==> src/rtl/seq_shifter.sv <==
// seq_shifter: iterative rotate/shift unit that moves up to STEP bits per cycle with valid/ready handshakes.
// Define SEQ_SHIFTER_FAST_EN to apply the whole shift in the accept cycle with a single-cycle barrel shifter.
module seq_shifter #(
    parameter int WIDTH = 16,
    parameter int STEP  = 2
) (
    input  logic                       clk,
    input  logic                       rst_n,
    input  logic                       in_valid,
    output logic                       in_ready,
    input  logic [1:0]                 op,
    input  logic [$clog2(WIDTH)-1:0]   amt,
    input  logic [WIDTH-1:0]           data_in,
    output logic                       out_valid,
    input  logic                       out_ready,
    output logic [WIDTH-1:0]           data_out
);
    localparam int AMT_W = $clog2(WIDTH);
    localparam logic [AMT_W-1:0] STEP_A = AMT_W'(STEP);

    typedef enum logic [1:0] {IDLE, SHIFT, DONE} state_t;

    state_t            state_q, state_d;
    logic [AMT_W-1:0]  rem_q, rem_d;
    logic [WIDTH-1:0]  work_q, work_d;
    logic [1:0]        op_q, op_d;
    logic              sign_q, sign_d;
    logic [AMT_W-1:0]  k;

    // SRA flips negative operands, shifts logically, then flips back so the fill is the captured sign.
    function automatic logic [WIDTH-1:0] shf(input logic [1:0] o, input logic [WIDTH-1:0] v,
                                             input logic [AMT_W-1:0] n, input logic s);
        return o == 2'd0 ? (v << n) | (v >> (WIDTH - int'(n))) :
               o == 2'd1 ? v << n :
               o == 2'd2 ? ((v ^ {WIDTH{s}}) >> n) ^ {WIDTH{s}} :
                           v >> n;
    endfunction

    assign k = rem_q < STEP_A ? rem_q : STEP_A;

    always_comb begin
        state_d = state_q;
        rem_d   = rem_q;
        work_d  = work_q;
        op_d    = op_q;
        sign_d  = sign_q;
        case (state_q)
            IDLE: if (in_valid) begin
                op_d   = op;
                sign_d = data_in[WIDTH-1];
`ifdef SEQ_SHIFTER_FAST_EN
                work_d  = shf(op, data_in, amt, data_in[WIDTH-1]);
                rem_d   = '0;
                state_d = DONE;
`else
                work_d  = data_in;
                rem_d   = amt;
                state_d = amt == '0 ? DONE : SHIFT;
`endif
            end
            SHIFT: begin
                work_d  = shf(op_q, work_q, k, sign_q);
                rem_d   = rem_q - k;
                state_d = rem_q == k ? DONE : SHIFT;
            end
            DONE: state_d = out_ready ? IDLE : DONE;
            default: state_d = IDLE;
        endcase
    end

    always_ff @(posedge clk or negedge rst_n) begin
        if (!rst_n) begin
            state_q <= IDLE;
            rem_q   <= '0;
            work_q  <= '0;
            op_q    <= '0;
            sign_q  <= 1'b0;
        end else begin
            state_q <= state_d;
            rem_q   <= rem_d;
            work_q  <= work_d;
            op_q    <= op_d;
            sign_q  <= sign_d;
        end
    end

    assign in_ready  = state_q == IDLE;
    assign out_valid = state_q == DONE;
    assign data_out  = work_q;
endmodule

==> config.mk <==
export PLATFORM = sky130hd
export DESIGN_NAME = seq_shifter
export DESIGN_NICKNAME = d
export VERILOG_FILES = /design/src/rtl/seq_shifter.sv
export SDC_FILE = /design/constraint.sdc
export NUM_CORES = 1
export LEC_CHECK = 0
export BUFFER_PORTS_ARGS = -buffer_cell sky130_fd_sc_hd__buf_2
export CAP_MARGIN = 10
export CORE_ASPECT_RATIO = 1.25
export CORE_MARGIN = 3
export CORE_UTILIZATION = 45
export DETAILED_ROUTE_END_ITERATION = 7
export GPL_ROUTABILITY_DRIVEN = 0
export HOLD_SLACK_MARGIN = 0.1
export PLACE_DENSITY = 0.67
export SLEW_MARGIN = 20
export SYNTH_ARGS = -nofsm -noshare
export SYNTH_HDL_FRONTEND = slang
export SYNTH_SLANG_ARGS = --single-unit
export TNS_END_PERCENT = 20
==> constraint.sdc <==
create_clock -name clk -period 7.6 [get_ports clk]
set_input_delay 1.14 -clock clk [delete_from_list [all_inputs] [get_ports clk]]
set_output_delay 1.14 -clock clk [all_outputs]
set_load 0.02 [all_outputs]
==> flow_summary.ini, run 1 <==
[synth]
syn_nets = 311
ys.warnings.count = 0
ys.flop_type = dfrtp_1
synthArstFlopShare = 1.00
synthCells = 282
syn_avg_cell_area_um2 = 7.93
yosys.cell_types.count = 55
synth-edff-count = 0
ys_ff_latch = 25
synth-seq-area-share = 0.280
syn_area_um2 = 2240

[floorplan]
die_w_um = 69.1
rows = 28
die_area_um2 = 5860
initial_utilization = 0.470
core_area_um2 = 4760
die_h_um = 84.8
io_pins = 44

[drt]
post-route-drc-count = 0
ant_nets = 0
avgRoutedWirePerCell_um = 18.2
routed_wl_um = 6590
via_count = 2264
vias_per_cell = 6.24
drt_iter0_drc = 248
first_pass_iters = 5

[run]
cap_violations = 0

[clock_tree]
cts_tree = yes
numCtsBuffers = 3
clock_latency_ns = 0.27
post-cts-setup-buffers = 0
post_cts_resized = 0
clkTransAtPathRegs_ns = 0.09
cts_hold_buf = 0
root_buffer = clkbuf_8
htreeDepth = 1
clock_sinks = 25
cts_buffer_depth = 2

[power_and_ir_drop]
totalPowerFinal_mw = 1.27
internal_power_uw = 578
seqPwrFrac = 0.286
p_sw_frac = 0.544
peakVddDrop_v = 0.000230
power_frac_clock = 0.066
powerDensity_nw_per_um2 = 521
power_switching_uw = 691
combPwrFrac = 0.649
p_leak_nw = 1.02

[finish]
instances_no_fill = 363
nNetsFinal = 333
layout-drive-gt1-share = 0.211
synthToLayoutAreaGrowth_pct = 8.95
layout.filler_cells = 497
num_antenna_cells = 0

[critical_path]
worstPathRequired_ns = 7.77
cp_data_arrival_time_ns = 3.09
crit_path_max_fanout = 21
path_class = flop to flop
start_kind = flop
crit_path_end_kind = flop

[sta]
rsz0062_at_grt = no
post-route-period-util = 0.384
setup_viol = 0
slew_headroom = 0.482
fmax_mhz = 342
post-route-min-period_ns = 2.92
final-hold-violation-count = 0
clock_skew_ns = 0.00521
drv_slew = 0
fin_ws_ns = 4.68
worstMarginPinSlew_ns = 0.774
setup_tns_ns = 0
hold_ws_ns = 0.565

[place]
dpl.cell_count = 359
dp_hpwl_um = 4530
port_buffers = 43
post-place-ws_ns = 4.75

[global_route]
grt_overflow = 0
grt_usage = 0.223
antenna_found_initial = 0
grt_pass1_vias = 2129
grt_max_degree = 45
grt_pass1_wl_um = 10800

[outcome]
status = finished clean

[min_path]
hold_path_class = flop to flop
## Yosys cell counts, drive strengths merged (3+ instances only)
master,instances,share of area
nand3,9,0.020
mux2,7,0.035
o221ai,3,0.012
nor2b,10,0.028
a211oi,11,0.037
nand2,30,0.053
nand2b,4,0.011
nor3,4,0.0089
and3,3,0.0084
o211ai,5,0.017
buf,16,0.049
o21bai,3,0.010
or3,3,0.011
ha,3,0.017
o22ai,14,0.039
a221o,3,0.013
nor2,20,0.035
clkbuf,13,0.022
inv,3,0.0050
a21oi,22,0.049
dfrtp,25,0.28
o21ai,15,0.034
o311ai,3,0.012
a31oi,9,0.025
a22oi,3,0.010
mux2i,13,0.058
## cells in the final DEF (no fill, tap or decap), types with 10 or more instances in the layout
| master | count |
|---|---|
| a211oi_1 | 11 |
| a21oi_1 | 22 |
| buf_2 | 43 |
| dfrtp_1 | 25 |
| mux2i_1 | 13 |
| nand2_1 | 28 |
| nor2_1 | 19 |
| nor2b_1 | 10 |
| o21ai_0 | 13 |
| o22ai_1 | 14 |
## power by group through the flow
| stage | Sequential (mW) | Combinational, mW | Clock, mW |
|---|---|---|---|
| 5_1_grt | 0.377 | 0.913 | 0.0915 |
| 3_3_place_gp | 0.360 | 0.815 | 0 |
| 2_1_floorplan | 0.324 | 0.673 | 0 |
| 3_5_place_dp | 0.361 | 0.821 | 0 |
| 4_1_cts | 0.358 | 0.824 | 0.0842 |
| 6_report | 0.363 | 0.824 | 0.0834 |
## cell families after synthesis
logic type	share of synthesized area
adder cells (fa/ha/maj)	0.0168
AND/OR/NAND/NOR	0.213
AO/OA/AOI/OAI	0.316
multiplexers	0.0934
other	0.00168
flip-flops	0.280
buffers and inverters	0.0794
## final timing paths
check	startpoint	endpoint	slack (ns)	cells past startpoint
hold / removal	sign_q	sign_q	0.56	1
setup / recovery	rem_q[2]	data_out[10]	4.68	8
min in group asynchronous	rst_n	data_out[8]	0.86	1
max in group asynchronous	rst_n	async pin	6.34	1
setup reg to reg	rem_q[2]	data_out[10]	4.68	8
hold reg to reg	sign_q	sign_q	0.56	1
## critical path: stages (launching register included)
cell      delay, ns
dfrtp_1        0.45
or3_4          0.52
nor2_1         0.22
inv_1          0.09
ha_1           0.67
nor3_1         0.19
a211oi_1       0.27
o21ai_1        0.10
a221o_1        0.29
## per-layer routing
metal,share of wire,vias up,GRT usage
li1,-,1112,-
met1,0.43,1067,0.292
met2,0.50,74,0.382
met3,0.055,11,0.0225
met4,0.023,0,0.0817
met5,0,-,0
## metrics by stage
stage	utilization	area, um2
6_report	0.512	2440
5_1_grt	0.512	2440
4_1_cts	0.512	2440
3_5_place_dp	0.502	2390
3_3_place_gp	0.502	2390
2_1_floorplan	-	2240
## sequential cells by signal, summed over array words and instances, names as in the netlist, named ones only
name      cells
rem_q         4
state_q       2
data_out     14
op_q          2
sign_q        1
## area by class of cell
type / count / area, um2 / area share
inverters: 4 / 20.0 / 0.00821
flip-flops and latches: 25 / 626 / 0.257
clock buffers: 4 / 45.0 / 0.0185
multi-input cells: 224 / 1430 / 0.588
repair buffers: 46 / 238 / 0.0975
well taps: 60 / 75.1 / 0.0308
(Power assumes the default switching activity.)
==> run 2, diff against run 1 <==
==> constraint.sdc (replaced) <==
create_clock -name clk -period 3 [get_ports clk]
set_input_delay 0.45 -clock clk [delete_from_list [all_inputs] [get_ports clk]]
set_output_delay 0.45 -clock clk [all_outputs]
set_load 0.02 [all_outputs]
==> run 2 against run 1 <==
Effect of this change: register-to-register slack worse by 4.3 ns; non-clock buffer count is 6 higher; clock power rose to 2.5 times the previous value; combinational power increased to 2.7 times the previous value; power rose to 2.6 times the previous value; core utilization rose by 0.95 points; clock skew grew 0.0021 ns; largest cell class unchanged; highest routed layer unchanged.
==> flow_summary.ini, run 2 (synthesis gave the netlist of run 1 again) <==
[power_and_ir_drop]
p_sw_frac = 0.542
p_leak_nw = 1.05
combPwrFrac = 0.666
totalPowerFinal_mw = 3.31
power_switching_mw = 1.79
power_frac_clock = 0.063
powerDensity_nw_per_um2 = 1330
peakVddDrop_v = 0.000580
internal_power_mw = 1.52
seqPwrFrac = 0.271

[sta]
clock_skew_ns = 0.00735
final-hold-violation-count = 0
fmax_mhz = 384
setup_tns_ns = 0
worstMarginPinSlew_ns = 0.777
slew_headroom = 0.480
drv_slew = 0
rsz0062_at_grt = no
post-route-period-util = 0.867
setup_viol = 0
post-route-min-period_ns = 2.60

[clock_tree]
clkTransAtPathRegs_ns = 0.10
cts_hold_buf = 0
post_cts_resized = 0
clock_latency_ns = 0.27
cts_tree = yes
cts_buffer_depth = 2
htreeDepth = 1
root_buffer = clkbuf_8
post-cts-setup-buffers = 0
clock_sinks = 25
numCtsBuffers = 3

[critical_path]
worstPathRequired_ns = 3.14
r2r-start = rem_q[2]
cp_data_arrival_time_ns = 2.74
cp_slowest_cell = dfrtp_1
path_class = flop to flop
crit_path_frequent_cell = a31oi_1
crit_path_start = rem_q[2]
crit_cells = 10
crit_buf_inv = 2
ff2ff_setup_slack_ns = 0.40
crit_path_max_fanout = 13
crit_family = simple AND/OR/NAND/NOR gates
crit_chain = or3_4, nor2_1, inv_1, ha_1, buf_4, mux2i_1, nor3_1, a31oi_1, a31oi_1, a21boi_0
reg2reg_depth = 10
cp_slowest_stage_delay_ns = 0.46
start_kind = flop
crit_path_end_kind = flop

[global_route]
grt_usage = 0.227
grt_overflow = 0
antenna_found_initial = 0
grt_max_degree = 43
grt_pass1_wl_um = 11000
grt_pass1_vias = 2255

[finish]
nNetsFinal = 339
postLayoutCellArea_um2 = 2480
largest_reg_flops = 14
synthToLayoutAreaGrowth_pct = 11.0
num_antenna_cells = 0
final_cell_mix = 43 x buf_2, 28 x nand2_1, 25 x dfrtp_1
layout-drive-gt1-share = 0.227
final_common_cell = buf_2
layout.filler_cells = 493

[outcome]
status = finished clean

[place]
dp_hpwl_um = 4690
port_buffers = 43
place_area_um2 = 2440

[drt]
first_pass_iters = 6
routed_wl_um = 6800
via_count = 2356
avgRoutedWirePerCell_um = 18.4
post-route-drc-count = 0
ant_nets = 0
drt_iter0_drc = 203
vias_per_cell = 6.38

[floorplan]
die_h_um = 84.8
io_pins = 44
core_area_um2 = 4760
initial_utilization = 0.470
die_area_um2 = 5860
die_w_um = 69.1
rows = 28

[min_path]
hold_path_class = input port to async pin

[run]
cap_violations = 0
## run 2: changes by cell type in the layout (fill, tap and decap cells not counted), sizes merged
cell  previous run  this run
buf             46        52
## run 2: how the worst max path moves through the flow
stage,slack (ns),endpoint
after floorplan,0.47,flop
after global placement,0.54,flop
after detailed placement,0.47,flop
after CTS,0.43,flop
after global routing,0.22,flop
final,0.40,flop
## run 2: routing by layer
layer | track usage | share of wire | vias up
li1 | - | - | 1121
met1 | 0.284 | 0.42 | 1131
met2 | 0.412 | 0.51 | 96
met3 | 0.0225 | 0.056 | 8
met4 | 0.0622 | 0.012 | 0
met5 | 0 | 0 | -
## run 2: metrics by stage
stage               utilization  instances  setup slack, ns  hold WS (ns)
floorplan                     -        282            0.470         0.154
finish                    0.521        369            0.399         0.175
global placement          0.512        365            0.536         0.491
CTS                       0.521        369            0.427         0.204
detailed placement        0.512        365            0.472         0.498
global route              0.521        369            0.221         0.220
## run 2: layout make-up
cell class	count	area (um2)	share of cell area
inverter	4	20.0	0.00806
multi-input combinational	224	1430	0.578
sequential	25	626	0.252
timing repair buffer	52	283	0.114
tap	60	75.1	0.0302
clock buffer	4	45.0	0.0181
## run 2: power groups by stage
stage	clock [mW]	sequential [mW]	combinational, mW
6_report	0.209	0.897	2.21
5_1_grt	0.224	0.932	2.42
4_1_cts	0.212	0.886	2.19
3_5_place_dp	0	0.895	2.18
3_3_place_gp	0	0.889	2.15
2_1_floorplan	0	0.820	1.71
